--- src/rtl/bomb_pkg.sv ---
// -----------------------------------------------------------------------------
// bomb_pkg
// Shared definitions for the bomb/blast logic and the blast matrix bitmap:
//   - bomb_state_e      : controller FSM states
//   - TILE_SIZE         : playfield tile edge in pixels (bomb snaps to this grid)
//   - BLAST_HALF_SPAN   : offset from bomb tile origin to 5x5 blast window origin
//   - CROSS/VERT/HORIZ  : blast pattern encodings consumed by the bitmap
//   - helper functions for grid snap, clamped blast origin, pattern sanitising
// -----------------------------------------------------------------------------
package bomb_pkg;

    typedef enum logic [2:0] {
        IDLE     = 3'd0,
        ARMED    = 3'd1,
        PREP     = 3'd2,
        BLAST    = 3'd3,
        COOLDOWN = 3'd4
    } bomb_state_e;

    localparam int unsigned COORD_W         = 11;
    localparam int unsigned FRAME_CNT_W     = 8;
    localparam int unsigned TILE_SIZE       = 32;
    localparam int unsigned BLAST_HALF_SPAN = 64;

    localparam logic [2:0] CROSS = 3'd0;
    localparam logic [2:0] VERT  = 3'd1;
    localparam logic [2:0] HORIZ = 3'd2;

    // Align a pixel coordinate down to the tile grid.
    function automatic logic [COORD_W-1:0] snap_to_tile(input logic [COORD_W-1:0] pos);
        return pos & ~(COORD_W'(TILE_SIZE - 1));
    endfunction

    // Blast window origin two tiles up/left of the bomb, saturating at 0
    // so a bomb near the screen edge never wraps to the far side.
    function automatic logic [COORD_W-1:0] blast_origin(input logic [COORD_W-1:0] tile);
        logic [COORD_W-1:0] span;
        span = COORD_W'(BLAST_HALF_SPAN);
        if (tile >= span) begin
            return tile - span;
        end else begin
            return {COORD_W{1'b0}};
        end
    endfunction

    // Unknown pattern requests fall back to the cross.
    function automatic logic [2:0] legal_pattern(input logic [2:0] shape);
        if (shape > HORIZ) begin
            return CROSS;
        end else begin
            return shape;
        end
    endfunction

endpackage

--- src/rtl/bomb_blast_controller_if.sv ---
// -----------------------------------------------------------------------------
// bomb_blast_controller_if
// Signal bundle between game logic (master) and the bomb controller (slave).
//   master -> slave : startOfFrame, place_bomb, detonate_now, playerX/Y, blast_shape
//   slave -> master : bomb_active, bombTopLeftX/Y, blast, blast_num, blastTopLeftX/Y
// -----------------------------------------------------------------------------
interface bomb_blast_controller_if;
    import bomb_pkg::*;

    logic               startOfFrame;
    logic               place_bomb;
    logic               detonate_now;
    logic [COORD_W-1:0] playerX;
    logic [COORD_W-1:0] playerY;
    logic [2:0]         blast_shape;

    logic               bomb_active;
    logic [COORD_W-1:0] bombTopLeftX;
    logic [COORD_W-1:0] bombTopLeftY;
    logic               blast;
    logic [2:0]         blast_num;
    logic [COORD_W-1:0] blastTopLeftX;
    logic [COORD_W-1:0] blastTopLeftY;

    modport master (
        output startOfFrame, place_bomb, detonate_now, playerX, playerY, blast_shape,
        input  bomb_active, bombTopLeftX, bombTopLeftY, blast, blast_num,
               blastTopLeftX, blastTopLeftY
    );

    modport slave (
        input  startOfFrame, place_bomb, detonate_now, playerX, playerY, blast_shape,
        output bomb_active, bombTopLeftX, bombTopLeftY, blast, blast_num,
               blastTopLeftX, blastTopLeftY
    );

endinterface

--- src/rtl/bomb_blast_controller_counter.sv ---
// -----------------------------------------------------------------------------
// frame_down_counter
// Frame-based down counter used for fuse, blast and cooldown durations.
//   clk, resetN : clock, asynchronous active-low reset (count clears to 0)
//   load        : load load_value (has priority over tick)
//   load_value  : frames to count
//   tick        : one frame pulse; decrements while count is non-zero
//   hits_zero   : this tick takes the count from 1 to 0 (phase ends this edge)
// -----------------------------------------------------------------------------
module frame_down_counter
    import bomb_pkg::*;
(
    input  logic                   clk,
    input  logic                   resetN,
    input  logic                   load,
    input  logic [FRAME_CNT_W-1:0] load_value,
    input  logic                   tick,
    output logic                   hits_zero
);

    logic [FRAME_CNT_W-1:0] count_r;

    // Flag the edge on which the count expires so the FSM can leave its state
    // on that same edge, keeping the output change one cycle after the tick.
    always_comb begin
        hits_zero = tick && (count_r == 8'd1);
    end

    // Count register: load, otherwise decrement on frame ticks, never below 0.
    always_ff @(posedge clk or negedge resetN) begin
        if (!resetN) begin
            count_r <= 8'd0;
        end else if (load) begin
            count_r <= load_value;
        end else if (tick && (count_r != 8'd0)) begin
            count_r <= count_r - 8'd1;
        end else begin
            count_r <= count_r;
        end
    end

endmodule

--- src/rtl/bomb_blast_controller.sv ---
// -----------------------------------------------------------------------------
// bomb_blast_controller
// Single-bomb lifecycle: placement -> fuse -> one-cycle prep -> blast -> cooldown.
//   clk    : system clock
//   resetN : asynchronous active-low reset
//   bus    : bomb_blast_controller_if.slave (frame pulse, placement/detonate
//            requests, player position, pattern in; bomb and blast
//            status/geometry out, all registered)
// Parameters FUSE_FRAMES, BLAST_FRAMES, COOLDOWN_FRAMES: 1..255 frames each.
// -----------------------------------------------------------------------------
module bomb_blast_controller
    import bomb_pkg::*;
#(
    parameter int unsigned FUSE_FRAMES     = 120,
    parameter int unsigned BLAST_FRAMES    = 30,
    parameter int unsigned COOLDOWN_FRAMES = 15
)
(
    input  logic                     clk,
    input  logic                     resetN,
    bomb_blast_controller_if.slave   bus
);

    localparam logic [FRAME_CNT_W-1:0] FUSE_LOAD  = FRAME_CNT_W'(FUSE_FRAMES);
    localparam logic [FRAME_CNT_W-1:0] BLAST_LOAD = FRAME_CNT_W'(BLAST_FRAMES);
    localparam logic [FRAME_CNT_W-1:0] COOL_LOAD  = FRAME_CNT_W'(COOLDOWN_FRAMES);

    bomb_state_e            state_r;
    logic                   bomb_active_r;
    logic                   blast_r;
    logic [2:0]             blast_num_r;
    logic [COORD_W-1:0]     bomb_x_r;
    logic [COORD_W-1:0]     bomb_y_r;
    logic [COORD_W-1:0]     blast_x_r;
    logic [COORD_W-1:0]     blast_y_r;

    logic                   cnt_tick_s;
    logic                   cnt_load_s;
    logic [FRAME_CNT_W-1:0] cnt_value_s;
    logic                   expired_s;
    logic [COORD_W-1:0]     tile_x_s;
    logic [COORD_W-1:0]     tile_y_s;

    // Frame pulses only advance the timed states.
    always_comb begin
        case (state_r)
            ARMED, BLAST, COOLDOWN: cnt_tick_s = bus.startOfFrame;
            default:                cnt_tick_s = 1'b0;
        endcase
    end

    // Counter reloads: fuse on placement, blast length on leaving PREP,
    // cooldown length on the edge the blast expires.
    always_comb begin
        cnt_load_s  = 1'b0;
        cnt_value_s = 8'd0;
        case (state_r)
            IDLE: begin
                cnt_load_s  = bus.place_bomb;
                cnt_value_s = FUSE_LOAD;
            end
            PREP: begin
                cnt_load_s  = 1'b1;
                cnt_value_s = BLAST_LOAD;
            end
            BLAST: begin
                cnt_load_s  = expired_s;
                cnt_value_s = COOL_LOAD;
            end
            default: begin
                cnt_load_s  = 1'b0;
                cnt_value_s = 8'd0;
            end
        endcase
    end

    // Grid-snapped player position, latched only on placement.
    always_comb begin
        tile_x_s = snap_to_tile(bus.playerX);
        tile_y_s = snap_to_tile(bus.playerY);
    end

    frame_down_counter u_frame_cnt (
        .clk        (clk),
        .resetN     (resetN),
        .load       (cnt_load_s),
        .load_value (cnt_value_s),
        .tick       (cnt_tick_s),
        .hits_zero  (expired_s)
    );

    // Lifecycle FSM with registered status and geometry outputs.
    always_ff @(posedge clk or negedge resetN) begin
        if (!resetN) begin
            state_r       <= IDLE;
            bomb_active_r <= 1'b0;
            blast_r       <= 1'b0;
            blast_num_r   <= 3'd0;
            bomb_x_r      <= 11'd0;
            bomb_y_r      <= 11'd0;
            blast_x_r     <= 11'd0;
            blast_y_r     <= 11'd0;
        end else begin
            case (state_r)
                IDLE: begin
                    if (bus.place_bomb) begin
                        state_r       <= ARMED;
                        bomb_active_r <= 1'b1;
                        blast_num_r   <= legal_pattern(bus.blast_shape);
                        bomb_x_r      <= tile_x_s;
                        bomb_y_r      <= tile_y_s;
                        blast_x_r     <= blast_origin(tile_x_s);
                        blast_y_r     <= blast_origin(tile_y_s);
                    end
                end
                ARMED: begin
                    // Remote trigger and fuse expiry in the same cycle still
                    // produce a single move into PREP.
                    if (bus.detonate_now || expired_s) begin
                        state_r <= PREP;
                    end
                end
                PREP: begin
                    // blast_num has already been stable for this cycle.
                    state_r       <= BLAST;
                    bomb_active_r <= 1'b0;
                    blast_r       <= 1'b1;
                end
                BLAST: begin
                    if (expired_s) begin
                        state_r <= COOLDOWN;
                        blast_r <= 1'b0;
                    end
                end
                COOLDOWN: begin
                    if (expired_s) begin
                        state_r <= IDLE;
                    end
                end
                default: begin
                    state_r       <= IDLE;
                    bomb_active_r <= 1'b0;
                    blast_r       <= 1'b0;
                end
            endcase
        end
    end

    assign bus.bomb_active   = bomb_active_r;
    assign bus.blast         = blast_r;
    assign bus.blast_num     = blast_num_r;
    assign bus.bombTopLeftX  = bomb_x_r;
    assign bus.bombTopLeftY  = bomb_y_r;
    assign bus.blastTopLeftX = blast_x_r;
    assign bus.blastTopLeftY = blast_y_r;

endmodule

--- src/flat_wrapper.sv ---
// flat-port wrapper written by rule: the top's interface ports become plain ports
module bomb_blast_controller_flat import bomb_pkg::*;
#(
    parameter int unsigned FUSE_FRAMES     = 120,
    parameter int unsigned BLAST_FRAMES    = 30,
    parameter int unsigned COOLDOWN_FRAMES = 15
)
  (clk, resetN, bus_startOfFrame, bus_place_bomb, bus_detonate_now, bus_playerX, bus_playerY, bus_blast_shape, bus_bomb_active, bus_bombTopLeftX, bus_bombTopLeftY, bus_blast, bus_blast_num, bus_blastTopLeftX, bus_blastTopLeftY);
  bomb_blast_controller_if bus_i ();
  input  logic clk;
  input  logic resetN;
  input wire logic [$bits(bus_i.startOfFrame)-1:0] bus_startOfFrame;
  input wire logic [$bits(bus_i.place_bomb)-1:0] bus_place_bomb;
  input wire logic [$bits(bus_i.detonate_now)-1:0] bus_detonate_now;
  input wire logic [$bits(bus_i.playerX)-1:0] bus_playerX;
  input wire logic [$bits(bus_i.playerY)-1:0] bus_playerY;
  input wire logic [$bits(bus_i.blast_shape)-1:0] bus_blast_shape;
  output wire logic [$bits(bus_i.bomb_active)-1:0] bus_bomb_active;
  output wire logic [$bits(bus_i.bombTopLeftX)-1:0] bus_bombTopLeftX;
  output wire logic [$bits(bus_i.bombTopLeftY)-1:0] bus_bombTopLeftY;
  output wire logic [$bits(bus_i.blast)-1:0] bus_blast;
  output wire logic [$bits(bus_i.blast_num)-1:0] bus_blast_num;
  output wire logic [$bits(bus_i.blastTopLeftX)-1:0] bus_blastTopLeftX;
  output wire logic [$bits(bus_i.blastTopLeftY)-1:0] bus_blastTopLeftY;
  assign bus_i.startOfFrame = bus_startOfFrame;
  assign bus_i.place_bomb = bus_place_bomb;
  assign bus_i.detonate_now = bus_detonate_now;
  assign bus_i.playerX = bus_playerX;
  assign bus_i.playerY = bus_playerY;
  assign bus_i.blast_shape = bus_blast_shape;
  assign bus_bomb_active = bus_i.bomb_active;
  assign bus_bombTopLeftX = bus_i.bombTopLeftX;
  assign bus_bombTopLeftY = bus_i.bombTopLeftY;
  assign bus_blast = bus_i.blast;
  assign bus_blast_num = bus_i.blast_num;
  assign bus_blastTopLeftX = bus_i.blastTopLeftX;
  assign bus_blastTopLeftY = bus_i.blastTopLeftY;
  bomb_blast_controller #(.FUSE_FRAMES(FUSE_FRAMES), .BLAST_FRAMES(BLAST_FRAMES), .COOLDOWN_FRAMES(COOLDOWN_FRAMES)) u_core (.clk(clk), .resetN(resetN), .bus(bus_i));
endmodule
--- config.mk ---
export PLATFORM = sky130hd
export DESIGN_NAME = bomb_blast_controller_flat
export DESIGN_NICKNAME = d
export VERILOG_FILES = /design/src/rtl/bomb_pkg.sv /design/src/rtl/bomb_blast_controller_if.sv /design/src/rtl/bomb_blast_controller_counter.sv /design/src/rtl/bomb_blast_controller.sv /design/src/flat_wrapper.sv
export SDC_FILE = /design/constraint.sdc
export NUM_CORES = 1
export LEC_CHECK = 0
export ABC_AREA = 1
export CAP_MARGIN = 40
export CORE_UTILIZATION = 49
export CTS_CLUSTER_DIAMETER = 120
export DETAILED_ROUTE_END_ITERATION = 10
export PLACE_DENSITY = 0.88
export SLEW_MARGIN = 10
export SYNTH_ARGS = -nofsm -noshare
export SYNTH_HDL_FRONTEND = slang
export SYNTH_HIERARCHICAL = 1
export SYNTH_SLANG_ARGS = --single-unit
--- constraint.sdc ---
create_clock -name clk -period 4.17 [get_ports clk]
set_input_delay 1.0425 -clock clk [delete_from_list [all_inputs] [get_ports clk]]
set_output_delay 1.0425 -clock clk [all_outputs]
set_load 0.02 [all_outputs]
==> results.md <==
- HP Start: u_core/bus.blast_num[2]
- Top cells by count, synth: 87 x nand2_1, 40 x dfrtp_1, 30 x nand3_1
- Grt ovf: 0
- Critical path's slowest cell: clkdlybuf4s50_1
- Hold bufs inserted after CTS: 0
- Cell mode on critical path: nand3_1
- Final WS setup: 1.06 ns
- HPWL after DPL: 3600 µm
- FF+latch count, synth: 40
- Hold endpoint: u_core/bus.blast_num[2]
- Mapped cell area: 2260 µm²
- Final period util: 74.6%
- DRT Pass-1 Iters: 4
- Kind of critical path: in2reg
- Worst R2R Start: u_core/state_r[2]
- Cells after synthesis: 287
- Clock root cell: clkbuf_8
- CTS tree: built
- Final Hold Slack: 0.474 ns
- Final ANT Viol Nets: 0
- Outcome: complete, no violations
- IO Port Bufs: 48
- Slew margin rel.: 62.0%
- Final Total Pwr: 2.07 mW
- Syn avg cell area: 7.86 µm²
- Multi-input combinational cell area: 1020 µm²
- Cell Pwr Density: 742 nW/µm²
- Die area: 4880 µm²
- Static leakage: 1.41 nW
- Area grow syn2layout: 23.9%
- Share of cells above drive strength 1: 7.08%
- Yosys top cell by area: dfrtp_1
- Worst vdd ir: 0.427 mV
- R2R setup slack: 1.55 ns
- Final Util: 63.8%
- Post-synth cell types: 26
- Worst R2R Path Depth: 12
- Die height: 69.9 µm
- Final setup viols: 0
- Setup tns final: 0 ns
- Clk_skew: 0.00442 ns
- Seq. cell area: 1000 µm²
- Initial Util: 51.5%
- Worst setup EP type: register
- Initial antenna violation count: 0
- Num CTS Buffers: 5
- Synth top area share: 44.4%
- CP bufs+invs: 3
- WL per Instance: 12.1 µm
- Minimum clock period: 3.11 ns
- Arrival time worst endpoint: 3.30 ns
- Setup Buffers After CTS: 0
- Area of the core: 4380 µm²
- Ports: 79
- Post-Route WL: 4740 µm
- Synth top area cells: dfrtp_1 44%, nand2_1 14%, buf_4 6.7%
- Diode count: 0
- Largest net degree at the start of global routing: 39
- Worst slew pin tran: 0.569 ns
- Register area share after synthesis: 44.4%
- Most numerous cell in the Yosys netlist: nand2_1
- Clk slew on worst S/H paths: 0.08 ns
- First-pass GRT wire length: 8020 µm
- GRT Util Overall: 20.4%
- CTS H-tree lvls: 2
- Fill count: 370
- Fmax achieved: 321 MHz
- Total of warnings raised by yosys: 6
- Critical Path Source Type: input pin
- Nets: 372
- Number of DRC markers in iteration 0: 95
- CP Cell Sequence: clkdlybuf4s50_1 > nor3b_1 > nand3_1 > nor2_1 > nand2_1 > nand3_1 > buf_4 > inv_1 > or2_2 > nand3_1 > nand2_1
- CP peak stage delay: 0.46 ns
- Clk_lat worst skew: 0.29 ns
- Post-synth EDFFs: 0
- Die X: 69.9 µm
- Worst min-delay path class: reg2reg
- RSZ-0062 raised after global routing: no
- Worst reg2reg endpoint: u_core/u_frame_cnt/count_r[4]
- DRC Markers: 0
- CP Max Fanout: 12
- Hold Violations, Final: 0
- Max cap viols: 0
- Sink Count: 40
- Ys flop type: dfrtp_1
- Hold Path Stages: 2
- Post-DR vias/cell: 5.00
- Resize count post-CTS: 0
- WP data required: 4.35 ns
- Crit path max-delay family: simple AND/OR/NAND/NOR gates
- Fraction of registers with async set/reset: 100%
- Clk buf depth: 2
- Total number of vias: 1,955
- Routability cong.: 0.886
- Row count: 24
- Pre-CTS setup slack: 0.800 ns
- Vias in the first global route: 1,810
- Max Slew Vio Count: 0
## placed cells by master, fill, tap and decap left out
master,instances
buf_2,1
nand4_1,8
inv_2,1
clkdlybuf4s50_1,47
o21a_1,1
clkinvlp_4,1
conb_1,21
a21oi_1,2
xnor2_1,3
nor3_1,1
clkbuf_1,1
nor3b_1,1
clkbuf_8,6
inv_1,28
nand2_1,87
o21ai_1,9
ha_1,4
dfrtp_1,40
o21ai_4,1
o21ai_0,14
or2_2,1
nand3_1,30
nand2_2,1
nor2_4,3
buf_12,1
nor2_1,18
buf_4,1
o21ai_2,5
nand2_4,2
## power by group
| group | internal, mW | total (mW) | leakage, nW | switching (mW) |
|---|---|---|---|---|
| logic | 0.459 | 1.12 | 0.858 | 0.658 |
| clock network | 0.134 | 0.267 | 0.0445 | 0.133 |
| registers | 0.561 | 0.690 | 0.503 | 0.130 |
| total | 1.15 | 2.07 | 1.41 | 0.921 |
## state kept, by name (all words and copies together), names as in the netlist
register	count
u_core/bus.blast	1
u_core/bus.blastTopLeftX	6
u_core/bus.blastTopLeftY	6
u_core/bus.blast_num	3
u_core/bus.bombTopLeftX	6
u_core/bus.bombTopLeftY	6
u_core/bus.bomb_active	1
u_core/state_r	3
u_core/u_frame_cnt/count_r	8
## stage by stage
stage          instance area (µm²)  cells
2_1_floorplan                 2330    307
3_3_place_gp                  2680    382
3_5_place_dp                  2700    383
4_1_cts                       2800    391
5_1_grt                       2800    391
6_report                      2800    391
## how the worst max path moves through the flow
| stage | start | cells after the start | slack, ns | endpoint |
|---|---|---|---|---|
| floorplan | bus_startOfFrame | 9 | 1.61 | u_core/u_frame_cnt/count_r[4] |
| global placement | bus_startOfFrame | 11 | 0.82 | u_core/u_frame_cnt/count_r[4] |
| detailed placement | bus_startOfFrame | 11 | 0.80 | u_core/u_frame_cnt/count_r[4] |
| CTS | bus_startOfFrame | 11 | 1.10 | u_core/u_frame_cnt/count_r[4] |
| global route | bus_startOfFrame | 11 | 0.85 | u_core/u_frame_cnt/count_r[4] |
| finish | bus_startOfFrame | 11 | 1.06 | u_core/u_frame_cnt/count_r[4] |
## kinds of logic (layout without fill, tap and decap cells)
logic type / count (synthesis) / count (layout) / share of synthesized area (%)
other: 1 / 21 / 0.166
AOI/OAI and AO/OA: 32 / 32 / 8.54
xor gates and xnor gates: 3 / 3 / 1.16
buffers and inverters: 55 / 87 / 13.6
and+or+nand+nor: 152 / 152 / 29.9
adders and majority gates: 4 / 4 / 2.22
DFF: 40 / 40 / 44.4
## tightest hold or removal path, cell delays in order (launching register included)
cell	delay, ns
dfrtp_1	0.35
nand2_1	0.05
inv_1	0.04
## area by class of cell
class	count	area share, %
Multi-Input combinational cell	212	36.6
Clock inverter	1	0.269
Clock buffer	7	3.09
Inverter	29	3.89
Tap cell	52	2.33
Sequential cell	40	35.8
Timing Repair Buffer	50	18.0
## routing by layer
metal | vias to the layer above | GRT usage, % | part of all wire, %
met3 | 6 | 6.93 | 8.2
met2 | 64 | 33.4 | 51
met1 | 903 | 25.2 | 40
li1 | 982 | - | -
met4 | 0 | 6.89 | 0.93
met5 | - | 0 | 0
Note: power is estimated with default switching activity, not from simulation.
==> RTL edit: new RTL, same flow settings <==
`COORD_W`: 11 -> 13.
--- a/src/rtl/bomb_pkg.sv
+++ b/src/rtl/bomb_pkg.sv
@@ -17,7 +17,7 @@
         COOLDOWN = 3'd4
     } bomb_state_e;
 
-    localparam int unsigned COORD_W         = 11;
+    localparam int unsigned COORD_W         = 13;
     localparam int unsigned FRAME_CNT_W     = 8;
     localparam int unsigned TILE_SIZE       = 32;
     localparam int unsigned BLAST_HALF_SPAN = 64;
Ports: changed (6 resized); port bits go from 79 to 91. The function was not compared with the original's and may differ.
==> RTL edit against the unedited design <==
Worst setup slack lost 0.047 ns; register-to-register slack lost 0.19 ns; wire length grew 21%; die area grew 19%; power grew 17%; synthesized area grew 19%; cell count grew 19%; sequential cell count grew 8; design area grew 19%; synthesized cell count grew 17%; critical endpoint unchanged.
==> RTL edit: results (changes against the unedited design) <==
synth:
  synth_fa_ha_area_share_pct: 1.86  # was 2.22%
  synthXorXnorAreaFrac_pct: 2.28  # was 1.16%
  synth_common_cells: "105 x nand2_1, 48 x dfrtp_1, 29 x nand3_1, 28 x inv_1, 26 x nor2_1"  # was 87 x nand2_1, 40 x dfrtp_1, 30 x nand3_1, 28 x inv_1, 20 x buf_4
  synth.area.top_cells: "dfrtp_1 45%, nand2_1 15%, buf_4 5.9%, nand3_1 5.4%, o21ai_0 4.5%"  # was dfrtp_1 44%, nand2_1 14%, buf_4 6.7%, nand3_1 6.7%, inv_1 4.7%
  seq_area_frac_synth_pct: 44.7  # was 44.4%
  synthFlopType: "dfrtp_1"  # unchanged
  synth.distinct_cells: 30  # was 26
  muxShareOfSynthArea_pct: 0  # unchanged
  synth_compound_area_share_pct: 9.27  # was 8.54%
placement:
  dp_hpwl_um: 4220  # was 3600 um
  port_buffers: 60  # was 48
  gp_congestion: 0.879  # was 0.886
sta:
  worst_slew_pin_slew_ns: 0.533  # was 0.569 ns
  fin_skew_ns: 0.00423  # was 0.00442 ns
pwr:
  swShare_pct: 44.6  # was 44.4%
  leakagePower_uw: 0.00162  # was 0.00141 uW
  ir_drop_uv: 342  # was 427 uV
clocking:
  ctsResizeCount: 0  # unchanged
  cts_made_buffers: 5  # unchanged
  clock-root-buffer: "clkbuf_8"  # unchanged
  clk_path_buf_depth: 2  # unchanged
  h-tree-depth: 2  # unchanged
routing:
  avgRoutedWirePerCell_um: 12.3  # was 12.1 um
  via_count: 2325  # was 1955
  first_iter_violations: 174  # was 95
outcome:
  status: "finished clean"  # unchanged
global_routing:
  grt_start_max_net_pins: 49  # was 39
  grt_util_all_layers_pct: 21.5  # was 20.4%
  grt_pass1_wl_um: 10100  # was 8020 um
critical_path:
  arrival_ns: 3.35  # was 3.30 ns
  cp_max_fo: 12  # unchanged
finish:
  drive_gt1_share_pct: 7.58  # was 7.08%
  n_antenna_cell: 0  # unchanged
  finalNetCount: 434  # was 372
RTL edit: final timing paths:
path	slack, ns	cells past startpoint	end	from
max in group asynchronous	3.01	2	u_core/u_frame_cnt/count_r[2]$_DFFE_PN0P_	resetN
worst max register to register	1.36	11	u_core/u_frame_cnt/count_r[4]$_DFFE_PN0P_	u_core/state_r[2]$_DFFE_PN0P_
min in group asynchronous	0.67	1	u_core/state_r[2]$_DFFE_PN0P_	resetN
worst min register to register	0.48	2	u_core/bus.bomb_active$_DFFE_PN0P_	u_core/bus.bomb_active$_DFFE_PN0P_
worst min-delay path	0.48	2	u_core/bus.bomb_active$_DFFE_PN0P_	u_core/bus.bomb_active$_DFFE_PN0P_
worst max-delay path	1.01	10	u_core/u_frame_cnt/count_r[4]$_DFFE_PN0P_	bus_startOfFrame
RTL edit: worst max-delay path, delay by kind of cell:
| family | cells | cell delay [ns] |
|---|---|---|
| AO/OA/AOI/OAI | 1 | 0.45 |
| buffers and inverters | 2 | 0.70 |
| AND/OR/NAND/NOR | 7 | 1.15 |
RTL edit: kinds of logic (layout without fill, tap and decap cells):
kind of cell,after synthesis,count (layout)
other cells,1,21
compound gates,39,39
xor+xnor,7,7
simple gates,179,179
flops,48,48
buf+inv,58,98
fa+ha+maj,4,4
RTL edit: power groups by stage:
stage	clock network (uW)	logic [uW]	registers [uW]
final	259	1350	822
after global routing	287	1490	852
after CTS	267	1360	824
after detailed placement	0	1350	827
after global placement	0	1310	823
after floorplan	0	695	1010
RTL edit: final cells by class:
cell class / count / area (um^2)
fillers: 450 / 1880
multi-input cells: 250 / 1230
flip-flops and latches: 48 / 1200
repair buffers: 61 / 616
inverters: 30 / 113
well taps: 70 / 87.6
clock buffers: 6 / 72.6
clock inverters: 1 / 5.00
RTL edit: metrics by stage:
stage / worst slack [ns] / cells / util, % / area (um^2) / hold WS [ns]
2_1_floorplan: 1.64 / 356 / - / 2760 / 0.531
5_1_grt: 0.798 / 466 / 63.9 / 3330 / 0.502
4_1_cts: 1.01 / 466 / 63.9 / 3330 / 0.481
3_5_place_dp: 0.706 / 459 / 62.5 / 3250 / 0.460
6_report: 1.01 / 466 / 63.9 / 3330 / 0.475
3_3_place_gp: 0.742 / 458 / 62.1 / 3230 / 0.450
RTL edit: per-layer routing:
metal	part of all wire, %	GRT usage, %
met1	42	25.7
met3	7.4	6.59
met4	1.9	7.12
met5	0	0
met2	48	36.7
